==> config.mk <==
export PLATFORM = sky130hd
export DESIGN_NAME = pia_bus_initiator_flat
export DESIGN_NICKNAME = d
export VERILOG_FILES = /design/src/rtl/pia_bus_pkg.sv /design/src/rtl/pia_bus_initiator_if.sv /design/src/rtl/pia_bus_initiator.sv /design/src/flat_wrapper.sv
export SDC_FILE = /design/constraint.sdc
export NUM_CORES = 1
export LEC_CHECK = 0
export ABC_AREA = 1
export CORE_MARGIN = 2
export CORE_UTILIZATION = 45
export CTS_CLUSTER_DIAMETER = 40
export DETAILED_ROUTE_END_ITERATION = 6
export GPL_TIMING_DRIVEN = 0
export PLACE_DENSITY = 0.81
export SYNTH_ARGS = -nofsm -noshare
export SYNTH_HDL_FRONTEND = slang
export SYNTH_SLANG_ARGS = --single-unit
export TNS_END_PERCENT = 10
==> constraint.sdc <==
create_clock -name clk_i -period 1.7 [get_ports clk_i]
set_input_delay 0.34 -clock clk_i [delete_from_list [all_inputs] [get_ports clk_i]]
set_output_delay 0.34 -clock clk_i [all_outputs]
set_load 0.005 [all_outputs]
==> src/rtl/pia_bus_pkg.sv <==
// Shared definitions for the PIA strobe-bus initiator: default widths, FSM states
// and the PIA register map.
package pia_bus_pkg;

    localparam int unsigned PIA_ADR_W = 7;
    localparam int unsigned PIA_DAT_W = 8;
    localparam int unsigned PIA_LEN_W = 4;

    typedef enum logic [1:0] {
        S_IDLE,
        S_STROBE,
        S_CAPTURE,
        S_RESP
    } state_e;

    localparam logic [PIA_ADR_W-1:0] PIA_SWCHA  = 7'h00;
    localparam logic [PIA_ADR_W-1:0] PIA_SWACNT = 7'h01;
    localparam logic [PIA_ADR_W-1:0] PIA_SWCHB  = 7'h02;
    localparam logic [PIA_ADR_W-1:0] PIA_SWBCNT = 7'h03;
    localparam logic [PIA_ADR_W-1:0] PIA_INTIM  = 7'h04;
    localparam logic [PIA_ADR_W-1:0] PIA_INSTAT = 7'h05;
    localparam logic [PIA_ADR_W-1:0] PIA_TIM1T  = 7'h14;
    localparam logic [PIA_ADR_W-1:0] PIA_TIM8T  = 7'h15;
    localparam logic [PIA_ADR_W-1:0] PIA_TIM64T = 7'h16;
    localparam logic [PIA_ADR_W-1:0] PIA_T1024T = 7'h17;

endpackage

==> src/rtl/pia_bus_initiator_if.sv <==
// Request/response stream plus strobe-bus signals of the PIA bus initiator.
// master is the initiator's view, slave is the host/target environment's view.
interface pia_bus_initiator_if
    import pia_bus_pkg::*;
#(
    parameter int unsigned ADR_W = PIA_ADR_W,
    parameter int unsigned DAT_W = PIA_DAT_W,
    parameter int unsigned LEN_W = PIA_LEN_W
) ();

    logic             req_valid_i;
    logic             req_ready_o;
    logic             req_we_i;
    logic [ADR_W-1:0] req_adr_i;
    logic [DAT_W-1:0] req_dat_i;
    logic [LEN_W-1:0] req_len_i;
    logic             req_inc_i;
    logic             rsp_valid_o;
    logic             rsp_ready_i;
    logic [DAT_W-1:0] rsp_dat_o;
    logic             rsp_last_o;
    logic             stb_o;
    logic             we_o;
    logic [ADR_W-1:0] adr_o;
    logic [DAT_W-1:0] dat_o;
    logic [DAT_W-1:0] dat_i;
    logic             busy_o;

    modport master (
        input  req_valid_i, req_we_i, req_adr_i, req_dat_i, req_len_i, req_inc_i,
        input  rsp_ready_i, dat_i,
        output req_ready_o, rsp_valid_o, rsp_dat_o, rsp_last_o,
        output stb_o, we_o, adr_o, dat_o, busy_o
    );

    modport slave (
        output req_valid_i, req_we_i, req_adr_i, req_dat_i, req_len_i, req_inc_i,
        output rsp_ready_i, dat_i,
        input  req_ready_o, rsp_valid_o, rsp_dat_o, rsp_last_o,
        input  stb_o, we_o, adr_o, dat_o, busy_o
    );

endinterface

==> src/rtl/pia_bus_initiator.sv <==
// Converts valid/ready burst requests into one-strobe-per-beat bus cycles on the
// PIA strobe bus, returning one response beat per access.
module pia_bus_initiator
    import pia_bus_pkg::*;
#(
    parameter int unsigned ADR_W = PIA_ADR_W,
    parameter int unsigned DAT_W = PIA_DAT_W,
    parameter int unsigned LEN_W = PIA_LEN_W
) (
    input  logic                clk_i,
    input  logic                rst_ni,
    pia_bus_initiator_if.master bus
);

    state_e           r_state;
    logic             r_we;
    logic             r_inc;
    logic             r_stb;
    logic [ADR_W-1:0] r_adr;
    logic [DAT_W-1:0] r_dat;
    logic [LEN_W-1:0] r_cnt;
    logic             r_rsp_valid;
    logic [DAT_W-1:0] r_rsp_dat;
    logic             r_rsp_last;
    logic [ADR_W-1:0] w_adr_nxt;

    // Address wraps naturally at ADR_W bits
    assign w_adr_nxt = r_inc ? r_adr + 1'b1 : r_adr;

    // The latched request registers double as the bus outputs: they only change
    // on the edge that enters STROBE, so they hold their values elsewhere.
    assign bus.stb_o       = r_stb;
    assign bus.we_o        = r_we;
    assign bus.adr_o       = r_adr;
    assign bus.dat_o       = r_dat;
    assign bus.rsp_valid_o = r_rsp_valid;
    assign bus.rsp_dat_o   = r_rsp_dat;
    assign bus.rsp_last_o  = r_rsp_last;
    assign bus.busy_o      = (r_state != S_IDLE);
    assign bus.req_ready_o = (r_state == S_IDLE) && rst_ni;

    always_ff @(posedge clk_i or negedge rst_ni) begin
        if (!rst_ni) begin
            r_state     <= S_IDLE;
            r_we        <= 1'b0;
            r_inc       <= 1'b0;
            r_stb       <= 1'b0;
            r_adr       <= '0;
            r_dat       <= '0;
            r_cnt       <= '0;
            r_rsp_valid <= 1'b0;
            r_rsp_dat   <= '0;
            r_rsp_last  <= 1'b0;
        end else begin
            case (r_state)
                S_IDLE: begin
                    if (bus.req_valid_i) begin
                        r_we    <= bus.req_we_i;
                        r_adr   <= bus.req_adr_i;
                        r_dat   <= bus.req_dat_i;
                        r_inc   <= bus.req_inc_i;
                        r_cnt   <= bus.req_len_i;
                        r_stb   <= 1'b1;
                        r_state <= S_STROBE;
                    end
                end
                S_STROBE: begin
                    r_stb   <= 1'b0;
                    r_state <= S_CAPTURE;
                end
                S_CAPTURE: begin
                    r_rsp_dat   <= r_we ? '0 : bus.dat_i;
                    r_rsp_last  <= (r_cnt == '0);
                    r_rsp_valid <= 1'b1;
                    r_state     <= S_RESP;
                end
                S_RESP: begin
                    if (bus.rsp_ready_i) begin
                        r_rsp_valid <= 1'b0;
                        if (r_rsp_last) begin
                            r_state <= S_IDLE;
                        end else begin
                            r_cnt   <= r_cnt - 1'b1;
                            r_adr   <= w_adr_nxt;
                            r_stb   <= 1'b1;
                            r_state <= S_STROBE;
                        end
                    end
                end
                default: r_state <= S_IDLE;
            endcase
        end
    end

endmodule
==> src/flat_wrapper.sv <==
// flat-port wrapper written by rule: the top's interface ports become plain ports
module pia_bus_initiator_flat import pia_bus_pkg::*;
#(
    parameter int unsigned ADR_W = PIA_ADR_W,
    parameter int unsigned DAT_W = PIA_DAT_W,
    parameter int unsigned LEN_W = PIA_LEN_W
)
  (clk_i, rst_ni, bus_req_valid_i, bus_req_we_i, bus_req_adr_i, bus_req_dat_i, bus_req_len_i, bus_req_inc_i, bus_rsp_ready_i, bus_dat_i, bus_req_ready_o, bus_rsp_valid_o, bus_rsp_dat_o, bus_rsp_last_o, bus_stb_o, bus_we_o, bus_adr_o, bus_dat_o, bus_busy_o);
  pia_bus_initiator_if #(.ADR_W(ADR_W), .DAT_W(DAT_W), .LEN_W(LEN_W)) bus_i ();
  input  logic clk_i;
  input  logic rst_ni;
  input wire logic [$bits(bus_i.req_valid_i)-1:0] bus_req_valid_i;
  input wire logic [$bits(bus_i.req_we_i)-1:0] bus_req_we_i;
  input wire logic [$bits(bus_i.req_adr_i)-1:0] bus_req_adr_i;
  input wire logic [$bits(bus_i.req_dat_i)-1:0] bus_req_dat_i;
  input wire logic [$bits(bus_i.req_len_i)-1:0] bus_req_len_i;
  input wire logic [$bits(bus_i.req_inc_i)-1:0] bus_req_inc_i;
  input wire logic [$bits(bus_i.rsp_ready_i)-1:0] bus_rsp_ready_i;
  input wire logic [$bits(bus_i.dat_i)-1:0] bus_dat_i;
  output wire logic [$bits(bus_i.req_ready_o)-1:0] bus_req_ready_o;
  output wire logic [$bits(bus_i.rsp_valid_o)-1:0] bus_rsp_valid_o;
  output wire logic [$bits(bus_i.rsp_dat_o)-1:0] bus_rsp_dat_o;
  output wire logic [$bits(bus_i.rsp_last_o)-1:0] bus_rsp_last_o;
  output wire logic [$bits(bus_i.stb_o)-1:0] bus_stb_o;
  output wire logic [$bits(bus_i.we_o)-1:0] bus_we_o;
  output wire logic [$bits(bus_i.adr_o)-1:0] bus_adr_o;
  output wire logic [$bits(bus_i.dat_o)-1:0] bus_dat_o;
  output wire logic [$bits(bus_i.busy_o)-1:0] bus_busy_o;
  assign bus_i.req_valid_i = bus_req_valid_i;
  assign bus_i.req_we_i = bus_req_we_i;
  assign bus_i.req_adr_i = bus_req_adr_i;
  assign bus_i.req_dat_i = bus_req_dat_i;
  assign bus_i.req_len_i = bus_req_len_i;
  assign bus_i.req_inc_i = bus_req_inc_i;
  assign bus_i.rsp_ready_i = bus_rsp_ready_i;
  assign bus_i.dat_i = bus_dat_i;
  assign bus_req_ready_o = bus_i.req_ready_o;
  assign bus_rsp_valid_o = bus_i.rsp_valid_o;
  assign bus_rsp_dat_o = bus_i.rsp_dat_o;
  assign bus_rsp_last_o = bus_i.rsp_last_o;
  assign bus_stb_o = bus_i.stb_o;
  assign bus_we_o = bus_i.we_o;
  assign bus_adr_o = bus_i.adr_o;
  assign bus_dat_o = bus_i.dat_o;
  assign bus_busy_o = bus_i.busy_o;
  pia_bus_initiator #(.ADR_W(ADR_W), .DAT_W(DAT_W), .LEN_W(LEN_W)) u_core (.clk_i(clk_i), .rst_ni(rst_ni), .bus(bus_i));
endmodule
**Word level (Yosys, flattened, before mapping)**

Index checks and enable logic that the tools add are counted.

- Logic and storage cells: 52
- Input bits: 33
- Output and inout bits: 29
- Flip-flop bits (word level): 34

- Reduce and logical (&&, ||, !) cells: 13
- Multiplexer cells: 20
- Equal/unequal tests: 7
- $add $sub $neg: 2

Operators by type and width:

| operator | number |
|---|---|
| $mux 7 | 4 |
| $pmux 7 s2 | 1 |
| $mux 4 | 3 |
| $mux 8 | 1 |
| $pmux 2 s4 | 1 |
| $pmux 4 s2 | 1 |
| $reduce_and 4->1 | 2 |
| $add 7x1->7 const B | 1 |
| $ne 2x2->1 const B | 3 |
| $reduce_and 2->1 | 3 |
| $reduce_bool 2->1 | 3 |
| $mux 1 | 5 |
| $reduce_and 5->1 | 1 |
| $eq 2x2->1 const B | 2 |
| $logic_not 4->1 | 1 |
| $mux 2 | 2 |
| $sub 4x1->4 const B | 1 |
| $pmux 1 s3 | 1 |
| $reduce_bool 3->1 | 1 |
| $eq 2x1->1 const B | 1 |
| $logic_not 2->1 | 1 |
| $ne 2x1->1 const B | 1 |
| $pmux 1 s2 | 1 |
| $logic_and 1x1->1 | 1 |

**Longest topological paths before layout**

- Depth in word-level cells: 5
- Mapped depth: 9
- Mapped depth without buffers: 9

**Worst setup path after synthesis**

No wires, ideal clock.

- Kind: flip-flop to flip-flop
- From: register u_core.r_state[0]
- To: register u_core.r_dat[0], in the netlist u_core.bus.dat_o[0]
- Library setup time: 125 ps
- Arrival time: 1281 ps
- Required time: 1575 ps
- Clock period less this slack: 1406 ps
- Setup slack: 294 ps
- Cell stages (with the launch flop): 6
- Path buffers: 1
- Path through: dfrtp_1 > inv_1 > ha_1 > nand2_1 > buf_4 > mux2_4

- Word-level cells in the longest chain between the ends: 2

RTL lines:

| element | RTL line | RTL |
|---|---|---|
| start, declared | pia_bus_initiator.sv:15 | `state_e r_state;` |
| start signal, assigned | pia_bus_initiator.sv:44 | `r_state <= S_IDLE;` |
| start signal, assigned | pia_bus_initiator.sv:64 | `r_state <= S_STROBE;` |
| start signal, assigned | pia_bus_initiator.sv:69 | `r_state <= S_CAPTURE;` |
| $logic_not 2->1 | pia_bus_initiator.sv:55 | `case (r_state)` |
| $reduce_and 2->1 (no line) | n/a |  |
| end signal, assigned | pia_bus_initiator.sv:60 | `r_dat <= bus.req_dat_i;` |
| end, declared | pia_bus_initiator.sv:20 | `logic [DAT_W-1:0] r_dat;` |

No other way between the ends.
A chain may end at the register's enable or synchronous reset.

**Final worst setup path**

- From: register u_core.r_adr[2], in the netlist u_core.bus.adr_o[2]
- To: output bus_adr_o[2]

RTL lines:

| element | RTL line | RTL |
|---|---|---|
| start, declared | pia_bus_initiator.sv:19 | `logic [ADR_W-1:0] r_adr;` |
| start signal, assigned | pia_bus_initiator.sv:59 | `r_adr <= bus.req_adr_i;` |
| start signal, assigned | pia_bus_initiator.sv:84 | `r_adr <= w_adr_nxt;` |
| end, declared | flat_wrapper.sv:26 | `output wire logic [$bits(bus_i.adr_o)-1:0] bus_adr_o;` |

No word-level cell between the ends.

==> flow_summary_export.csv <==
group,metric,value,unit
power,vdd_ir_drop_max,0.929,mV
worst_setup_path,setup.worst_path.start_class,"flop",
synth,synthMuxAreaShare,7.09,%
sta,timing.hold.ws,-0.0109,ns
worst_setup_path,slowest_delay,0.54,ns
global_routing,grt_pass1_vias,1553,
worst_setup_path,endpoint_kind,"output port",
hold_path,hold_class,"primary input to async pin",
synth,ys_types,28,
sta,finalSetupViolations,0,
worst_setup_path,critPathBufInv,1,
synth,synthXorXnorAreaFrac,0,%
synth,synthFlopType,"dfrtp_1",
floorplanning,start_util,46.6,%
clock_tree,cts_buffers,5,
cells_and_area,syn_to_final_growth,43.4,%
cells_and_area,final_layout_size_suffix_gt1_share,15.2,%
floorplanning,rows,23,
synth,synth_common_cells,"nand2_1, dfrtp_1, inv_1",
detailed_routing,wirelength,4.14,mm
sta,relSlewSlack,70.6,%
detailed_routing,wl_per_cell,12.2,µm
clock_tree,clock-sinks,34,
synth,async_flop_share,100,%
power,pwr_density_cell,1810,nW/µm²
power,p_leak,0.00131,µW
detailed_routing,drt_iter0_drc,166,
clock_tree,cts_buffer_depth,2,
worst_setup_path,crit_type,"flop to output port",
worst_setup_path,rrSetupSlack,0.13,ns
placement,place_hpwl,3.00,mm
synth,syn_area,1850,µm²
cells_and_area,diodes,0,
floorplanning,die_height,68.2,µm
sta,slew_viol_final,0,
sta,finalCritPeriodShare,95.9,%
flow_run,maxCapViolCount,0,
synth,yosysWarnings,0,
floorplanning,die-area,4640,µm²
clock_tree,cts_root_buf,"clkbuf_8",
clock_tree,clk_latency,0.29,ns
detailed_routing,first_pass_iters,5,
floorplanning,fp.dieW,68.2,µm
sta,hold_viol,14,
worst_setup_path,crit_path_cell_trace,"clkdlybuf4s50_1",
sta,rsz0062_at_grt,"false",
sta,fmax,0.613,GHz
worst_setup_path,cp_data_arrival_time,1.29,ns
synth,syn_nets,257,
synth,syn_area_per_cell,8.57,µm²
clock_tree,htree_levels,2,
synth,synth-seq-cells,34,
detailed_routing,ant_nets,0,
status,status,"complete, but fails checks",
detailed_routing,drc,0,
global_routing,grt_max_degree,36,
sta,skew,0.00966,ns
synth,synthTopCellsByArea,"dfrtp_1, nand2_1, mux2_4, inv_1, ha_1",
sta,period_minus_slack,1.63,ns
synth,postSynthCellCount,216,
clock_tree,holdBufCountCts,0,
worst_setup_path,crit_family,"buffers and inverters",
worst_setup_path,critPathMaxFanout,7,
synth,synth.top_cell.area_share,45.9,%
cells_and_area,nets,329,
global_routing,grt_overflow_total,0,
synth,synthAdderAreaFrac,5.41,%
synth,synth-edff-count,0,
clock_tree,cts_tree,"yes",
worst_setup_path,cp.required,1.36,ns
placement,dp_worst_setup_slack,-0.326,ns
synth,yosysSeqAreaShare,45.9,%
synth,synth_top_family_by_area,"simple AND/OR/NAND/NOR gates",
synth,synthSimpleGateAreaFrac,25.4,%
placement,place_congestion,0.813,
global_routing,grtUsageTotal,20.1,%
placement,portBuffers,61,
worst_setup_path,cpMaxStageDelayCell,"clkdlybuf4s50_1",
clock_tree,clk_pin_slew,0.07,ns
detailed_routing,vias,1601,
sta,layout_setup_ws,0.0696,ns
global_routing,grt_first_pass_wirelength,6.84,mm
status,violations,"hold timing",
floorplanning,core,3970,µm²
detailed_routing,vias_per_cell,4.72,
synth,yosysMostFrequentCell,"nand2_1",
global_routing,antenna_found_initial,0,
synth,synth_area_leader_cell,"dfrtp_1",
floorplanning,io_pins,62,
synth,synth_compound_area_share,7.57,%
sta,worstMarginPinSlew,0.442,ns
## path summary, 6_finish.rpt
check,depth (start not counted),start,end
setup / recovery,1,u_core.bus.adr_o[2],bus_adr_o[2]
hold / removal,1,rst_ni,u_core.bus.adr_o[6]
setup reg to reg,9,u_core.r_state[0],u_core.bus.adr_o[0]
hold reg to reg,2,u_core.bus.rsp_dat_o[4],u_core.bus.rsp_dat_o[4]
max in group asynchronous,1,rst_ni,u_core.bus.rsp_valid_o
min in group clk_i,2,u_core.bus.rsp_dat_o[4],u_core.bus.rsp_dat_o[4]
## per-layer routing
layer	GRT usage (%)	vias up	wire, µm
met4	6.50	0	51
li1	-	823	-
met1	24.4	713	1780
met2	31.7	60	1930
met3	9.05	5	379
met5	0	-	0
## stage by stage
stage                     cells  util (%)  total power (µW)  cell area (µm²)  TNS (ns)
after global routing        339      66.9              5270             2660         0
final                       339      66.9              4820             2660         0
after floorplan             216         -              3040             1850         0
after CTS                   339      66.9              4850             2660         0
after global placement      327      63.6              4020             2520    -18.51
after detailed placement    327      63.5              4100             2520    -0.442
## layout make-up
type,instances,area [µm²]
plain buffers,5,32.5
clock buffers,7,86.3
multi-input cells,144,855
clock inverters,1,5.00
inverters,33,129
repair buffers,65,636
fillers,339,1320
well taps,50,62.6
flip-flops and latches,34,851
## state kept, by name, indices dropped and copies added, names as in the netlist
name / count
u_core.r_inc: 1
u_core.r_state: 2
u_core.bus.rsp_valid_o: 1
u_core.bus.rsp_last_o: 1
u_core.r_cnt: 4
u_core.bus.rsp_dat_o: 8
u_core.bus.dat_o: 8
u_core.bus.adr_o: 7
u_core.bus.we_o: 1
u_core.bus.stb_o: 1
## power breakdown
part	internal, µW	total (µW)	switching [µW]
Sequential	1200	1500	291
Combinational	1400	2710	1310
Clock	327	617	291
Total	2930	4820	1890
## cell usage in the layout (no fill, tap or decap), types with 5 or more instances in the layout
cell | synthesis | final
ha_1 | 8 | 7
a21oi_1 | 5 | 5
inv_2 | 3 | 5
nand3_1 | 15 | 15
o21ai_1 | 13 | 13
nand2_1 | 59 | 59
clkdlybuf4s50_1 | 0 | 58
nor2_1 | 11 | 11
clkbuf_8 | 0 | 6
inv_1 | 29 | 26
dfrtp_1 | 34 | 34
o21ai_0 | 7 | 7
buf_4 | 1 | 6
mux2_4 | 8 | 8
## repair_timing
| action | in CTS | in global routing |
|---|---|---|
| gates resized for setup | 9 | 0 |
| setup buffers | 4 | 0 |
| endpoints found under the setup margin | 2 | 0 |
## cell families (layout without fill, tap and decap cells)
family	after synthesis	count (layout)
simple gates	100	100
buf+inv	38	111
flops	34	34
compound gates	27	27
mux	9	9
fa+ha+maj	8	8
No activity file was read; power rests on OpenSTA's default activity.
